<file path="src/rtl/time_display_scan.sv">
// time_display_scan: 4-digit multiplexed 7-segment scanner; inputs snapshotted once per frame (blink gating under WINK_EN).
// Latency: Seg/Dp/Dig/Frame_Start registered 1 cycle after scan state; live inputs shown from the next frame boundary.
// Backpressure: none; free-running scan, En=0 blanks the display and restarts the frame on return.
module time_display_scan #(
    parameter int SCAN_DIV     = 1000,
    parameter int BLINK_FRAMES = 64
) (
    input  logic       Clk,
    input  logic       Rst,
    input  logic       En,
    input  logic [3:0] A_Time_L,
    input  logic [3:0] A_Time_H,
    input  logic [3:0] B_Time_L,
    input  logic [3:0] B_Time_H,
    input  logic       A_Light,
    input  logic       B_Light,
    input  logic       Wink,
    output logic [6:0] Seg,
    output logic       Dp,
    output logic [3:0] Dig,
    output logic       Frame_Start,
    output logic       Bad_Digit
);

    localparam int CW = (SCAN_DIV > 1) ? $clog2(SCAN_DIV) : 1;

    logic [CW-1:0] cnt;
    logic [1:0]    idx;
    logic          running;
    logic          loaded;

    logic [3:0]    sh_a_l, sh_a_h, sh_b_l, sh_b_h;
    logic          sh_a_light, sh_b_light, sh_wink;

    logic          wrap_digit;
    logic          load_now;
    logic          any_bad;
    logic          dark;

    logic [3:0]    cur;
    logic [6:0]    seg_n;
    logic          dp_n;
    logic [3:0]    dig_n;

    function automatic logic [6:0] seg_decode(input logic [3:0] v);
        logic [6:0] p;
        case (v)
            4'd0:    p = 7'h3F;
            4'd1:    p = 7'h06;
            4'd2:    p = 7'h5B;
            4'd3:    p = 7'h4F;
            4'd4:    p = 7'h66;
            4'd5:    p = 7'h6D;
            4'd6:    p = 7'h7D;
            4'd7:    p = 7'h07;
            4'd8:    p = 7'h7F;
            4'd9:    p = 7'h6F;
            default: p = 7'h40;
        endcase
        return p;
    endfunction

    assign wrap_digit = (cnt == CW'(SCAN_DIV - 1));
    // A snapshot arms the scan on the first enabled cycle, then refreshes at each frame wrap.
    assign load_now   = En && (!running || (wrap_digit && (idx == 2'd3)));
    assign any_bad    = (A_Time_L > 4'd9) || (A_Time_H > 4'd9) ||
                        (B_Time_L > 4'd9) || (B_Time_H > 4'd9);

    always_ff @(posedge Clk or posedge Rst) begin
        if (Rst) begin
            cnt     <= '0;
            idx     <= 2'd0;
            running <= 1'b0;
        end else if (!En) begin
            cnt     <= '0;
            idx     <= 2'd0;
            running <= 1'b0;
        end else if (!running) begin
            cnt     <= '0;
            idx     <= 2'd0;
            running <= 1'b1;
        end else if (wrap_digit) begin
            cnt     <= '0;
            idx     <= idx + 2'd1;
        end else begin
            cnt     <= cnt + CW'(1);
        end
    end

    always_ff @(posedge Clk or posedge Rst) begin
        if (Rst) begin
            sh_a_l     <= 4'd0;
            sh_a_h     <= 4'd0;
            sh_b_l     <= 4'd0;
            sh_b_h     <= 4'd0;
            sh_a_light <= 1'b0;
            sh_b_light <= 1'b0;
            sh_wink    <= 1'b0;
            loaded     <= 1'b0;
            Bad_Digit  <= 1'b0;
        end else begin
            loaded <= load_now;
            if (load_now) begin
                sh_a_l     <= A_Time_L;
                sh_a_h     <= A_Time_H;
                sh_b_l     <= B_Time_L;
                sh_b_h     <= B_Time_H;
                sh_a_light <= A_Light;
                sh_b_light <= B_Light;
                sh_wink    <= Wink;
                if (any_bad) begin
                    Bad_Digit <= 1'b1;
                end
            end
        end
    end

`ifdef WINK_EN
    localparam int BW = (BLINK_FRAMES > 1) ? $clog2(BLINK_FRAMES) : 1;

    logic [BW-1:0] blink_cnt;
    logic          phase_on;

    // Phase advances at the snapshot edge so a whole frame is shown in one phase;
    // the first Wink frame after a non-Wink frame always starts a fresh lit period.
    always_ff @(posedge Clk or posedge Rst) begin
        if (Rst) begin
            blink_cnt <= '0;
            phase_on  <= 1'b1;
        end else if (load_now) begin
            if (!Wink || !sh_wink) begin
                blink_cnt <= '0;
                phase_on  <= 1'b1;
            end else if (blink_cnt == BW'(BLINK_FRAMES - 1)) begin
                blink_cnt <= '0;
                phase_on  <= !phase_on;
            end else begin
                blink_cnt <= blink_cnt + BW'(1);
            end
        end
    end

    assign dark = sh_wink && !phase_on;
`else
    localparam int unused_blink_frames = BLINK_FRAMES;
    logic unused_wink;

    assign unused_wink = Wink;
    assign dark        = 1'b0;
`endif

    always_comb begin
        cur   = sh_a_l;
        seg_n = 7'h00;
        dp_n  = 1'b0;
        dig_n = 4'b0000;
        case (idx)
            2'd0:    cur = sh_a_l;
            2'd1:    cur = sh_a_h;
            2'd2:    cur = sh_b_l;
            default: cur = sh_b_h;
        endcase
        if (En && running) begin
            dig_n = 4'b0001 << idx;
            // High digits blank a leading zero; low digits always show.
            seg_n = (idx[0] && (cur == 4'd0)) ? 7'h00 : seg_decode(cur);
            dp_n  = ((idx == 2'd0) && sh_a_light) || ((idx == 2'd2) && sh_b_light);
            if (dark) begin
                seg_n = 7'h00;
                dp_n  = 1'b0;
            end
        end
    end

    always_ff @(posedge Clk or posedge Rst) begin
        if (Rst) begin
            Seg         <= 7'h00;
            Dp          <= 1'b0;
            Dig         <= 4'b0000;
            Frame_Start <= 1'b0;
        end else begin
            Seg         <= seg_n;
            Dp          <= dp_n;
            Dig         <= dig_n;
            Frame_Start <= loaded;
        end
    end

    a_dig_onehot0: assert property (@(posedge Clk) disable iff (Rst) $onehot0(Dig));

endmodule

</file>
<file path="config.mk">
export PLATFORM = sky130hd
export DESIGN_NAME = time_display_scan
export DESIGN_NICKNAME = d
export VERILOG_FILES = /design/src/rtl/time_display_scan.sv
export SDC_FILE = /design/constraint.sdc
export NUM_CORES = 1
export LEC_CHECK = 0
export ABC_AREA = 0
export CAP_MARGIN = 20
export CORE_MARGIN = 4
export CORE_UTILIZATION = 45
export DETAILED_ROUTE_END_ITERATION = 6
export GPL_TIMING_DRIVEN = 0
export PLACE_DENSITY = 0.8
export REMOVE_ABC_BUFFERS = 1
export SYNTH_ARGS = -nofsm -noshare
export SYNTH_HDL_FRONTEND = slang
export SYNTH_SLANG_ARGS = --single-unit
</file>
<file path="constraint.sdc">
create_clock -name Clk -period 2.7 [get_ports Clk]
set_clock_uncertainty 0.2 [all_clocks]
set_input_delay 0.54 -clock Clk [delete_from_list [all_inputs] [get_ports Clk]]
set_output_delay 0.54 -clock Clk [all_outputs]
set_load 0.005 [all_outputs]
</file>
==> results.txt <==
Tot Pwr - 1.47 mW
most frequent cells in the layout - dfrtp_1 (44), clkdlybuf4s50_1 (34), mux2_4 (18)
slew at the pin with the worst max-slew slack - 451 ps
Fmax achieved - 0.386 GHz
pwr/cell area - 518 nW/um^2
worst hold path stage count - 0
Yosys reg bits - 46
Clk Latency, worst-skew pair - 300 ps
number of setup violations in the final report - 0
static leakage - 1.26 nW
critical path endpoint category - flop
final setup margin - 112 ps
Die W - 78.9 um
xor/xnor share of the synthesized area - 0.0348
Fin Hold WS - 156 ps
Post-synth EDFFs - 0
Internal - 1.09 mW
hold wc startpoint - loaded$_DFF_PP0_
largest cells by area after synthesis - dfrtp_1 (51%), mux2_4 (12%), ha_1 (6.1%), nor2_1 (2.8%), xnor2_1 (2.7%)
met1 Use GR - 0.172
period utilisation layout - 0.958
Pre-antenna DRT Iters - 4
crit path time final - 2590 ps
Clk pin slew, worst setup/hold paths - 90 ps
Clk pwr share - 0.289
# DRC - 0
Synth Area in Adders - 0.0608
Synth top area share - 0.508
R2R depth - 9
most common cell after layout, fill and taps aside - dfrtp_1
asr flop ratio synth - 1.00
Primary FF master, synth - dfrtp_1
Mapped Area - 2260 sq um
row cnt - 25
# nets final - 258
initial DRC count - 100
post-synthesis sequential area ratio - 0.508
met3 usage - 0.0340
placer congestion estimate - 0.861
met2 usage in global routing - 0.230
outcome - finished, final reports clean
post-synth cell types - 33
wire length per cell - 13.3 um
HPWL Detailed - 2780 um
RR Endpoint - Seg[2]$_DFF_PP0_
clk root buf - clkbuf_8
remaining global-route overflow - 0
Worst Hold End - Frame_Start$_DFF_PP0_
Crit Path Max Fanout - 6
largest family of logic cells by synthesized area - multiplexers
switching part of the total power - 0.259
MaxCap Viol Count - 0
via count - 1450
Layout Area Growth over Synthesis - 25.7%
WP data required - 2720 ps
Hold WC Path Type - flop to flop
final hold violation count - 0
Core Box Area - 4790 sq um
crit path DAT - 2600 ps
Max VDD drop - 0.000249 V
syn_area_per_cell - 12.4 sq um
clock sinks - 46
Post-Synthesis Cells - 183
Seq pwr share - 0.527
simple-gate share of the synthesized area - 0.104
Via density - 4.95
WS Path Type - flop to flop
share of post-route cells with drive strength above 1 - 0.212
gr usage total - 0.136
vias in the first global route - 1479
Max Root-Sink Buffers - 2
Sw Pwr - 0.383 mW
mux share of post-synthesis cell area - 0.146
Initial Util - 0.473
DRT antenna net count - 0
largest net degree at the start of global routing - 47
die area - 6230 sq um
DIE HEIGHT - 78.9 um
design area - 2850 sq um
busiest grt layer - met2
r2r startpoint - idx[0]$_DFFE_PP0P_
# IOs - 36
internal reg-to-reg setup slack - 110 ps
yosys warns - 0
Port Buffer Count - 34
Max-slew headroom - 0.699
number of fill cells in the layout - 380
Comb pwr share - 0.184
Max Slew Vio Count - 0
global-route wire length before repair - 6730 um
post-synthesis compound-gate area fraction - 0.108
initial antenna violation count - 0
Yosys top cell by area - dfrtp_1
CTS H-Tree Depth - 2
Placed Instance Area - 2660 sq um
# hold bufs at CTS - 0
dpl ws - -344 ps
startpoint types - flop
Ant. Diodes - 0
TritonCTS buffer count - 5
CTS tree - yes
final wirelength - 3900 um
## final cells by class
type	instances	area, sq um	area share
Clock inverter	3	25.0	0.00879
Tap cell	67	83.8	0.0294
Clock buffer	5	68.8	0.0242
Multi-Input combinational cell	123	1090	0.382
Inverter	10	37.5	0.0132
Timing Repair Buffer	39	390	0.137
Sequential cell	46	1150	0.405
## cells in the mapped netlist (5+ instances only)
library cell  instances
dfrtp_1              46
a21o_1                5
xnor2_1               7
nand3_1               5
mux2_4               18
inv_1                10
nor2_1               17
mux2i_1               6
a21oi_1               5
nand2_1               7
ha_1                 11
## worst max-delay path: stages, from the launching register on
cell	delay [ps]
dfrtp_2	470
ha_1	290
inv_2	120
mux2i_4	250
inv_2	70
ha_1	210
nor2b_1	130
a32o_2	320
a221o_1	310
a21oi_1	150
## worst max-delay path by stage
stage                       startpoint                to  slack (ps)
floorplan           idx[0]$_DFFE_PP0P_  Seg[1]$_DFF_PP0_         -20
global placement    idx[0]$_DFFE_PP0P_  Seg[0]$_DFF_PP0_        -320
detailed placement  idx[0]$_DFFE_PP0P_  Seg[4]$_DFF_PP0_        -340
CTS                 idx[1]$_DFFE_PP0P_  Seg[3]$_DFF_PP0_          10
global route        idx[0]$_DFFE_PP0P_  Seg[2]$_DFF_PP0_         -20
finish              idx[0]$_DFFE_PP0P_  Seg[2]$_DFF_PP0_         110
## repair_timing
| item | 4_1_cts | 5_1_grt |
|---|---|---|
| endpoints found under the setup margin | 7 | 7 |
| buffers inserted | 2 | 2 |
| gates resized for setup | 7 | 10 |
| pin swaps | 1 | 3 |
## routing by layer
metal	vias to the layer above	part of all wire
li1	732	-
met1	679	0.46
met2	32	0.49
met3	7	0.038
met4	0	0.013
met5	-	0
## metrics by stage
stage / TNS (ps) / cells / util
CTS: 0 / 291 / 0.582
detailed placement: -2110 / 281 / 0.556
global route: -18.7 / 293 / 0.595
floorplan: -19.0 / 179 / -
global placement: -2060 / 280 / 0.552
finish: 0 / 293 / 0.595
## registers in the layout (all words and copies together) (netlist names), 2 cells and up
| signal | cells |
|---|---|
| sh_b_h | 4 |
| sh_b_l | 4 |
| sh_a_l | 4 |
| Seg | 7 |
| cnt | 10 |
| Dig | 4 |
| sh_a_h | 4 |
| idx | 2 |
## power groups by stage
stage / logic [mW] / registers (mW) / clock network (mW)
finish: 0.271 / 0.778 / 0.426
global route: 0.299 / 0.786 / 0.471
CTS: 0.269 / 0.777 / 0.444
detailed placement: 0.259 / 0.790 / 0
global placement: 0.250 / 0.789 / 0
floorplan: 0.167 / 0.782 / 0
## logic make-up after synthesis
| kind of cell | Yosys count |
|---|---|
| buffers and inverters | 14 |
| DFF | 46 |
| adders and majority gates | 11 |
| AOI/OAI and AO/OA | 33 |
| and+or+nand+nor | 46 |
| xor gates and xnor gates | 9 |
| muxes | 24 |
Power figures use the tool's default switching activity.
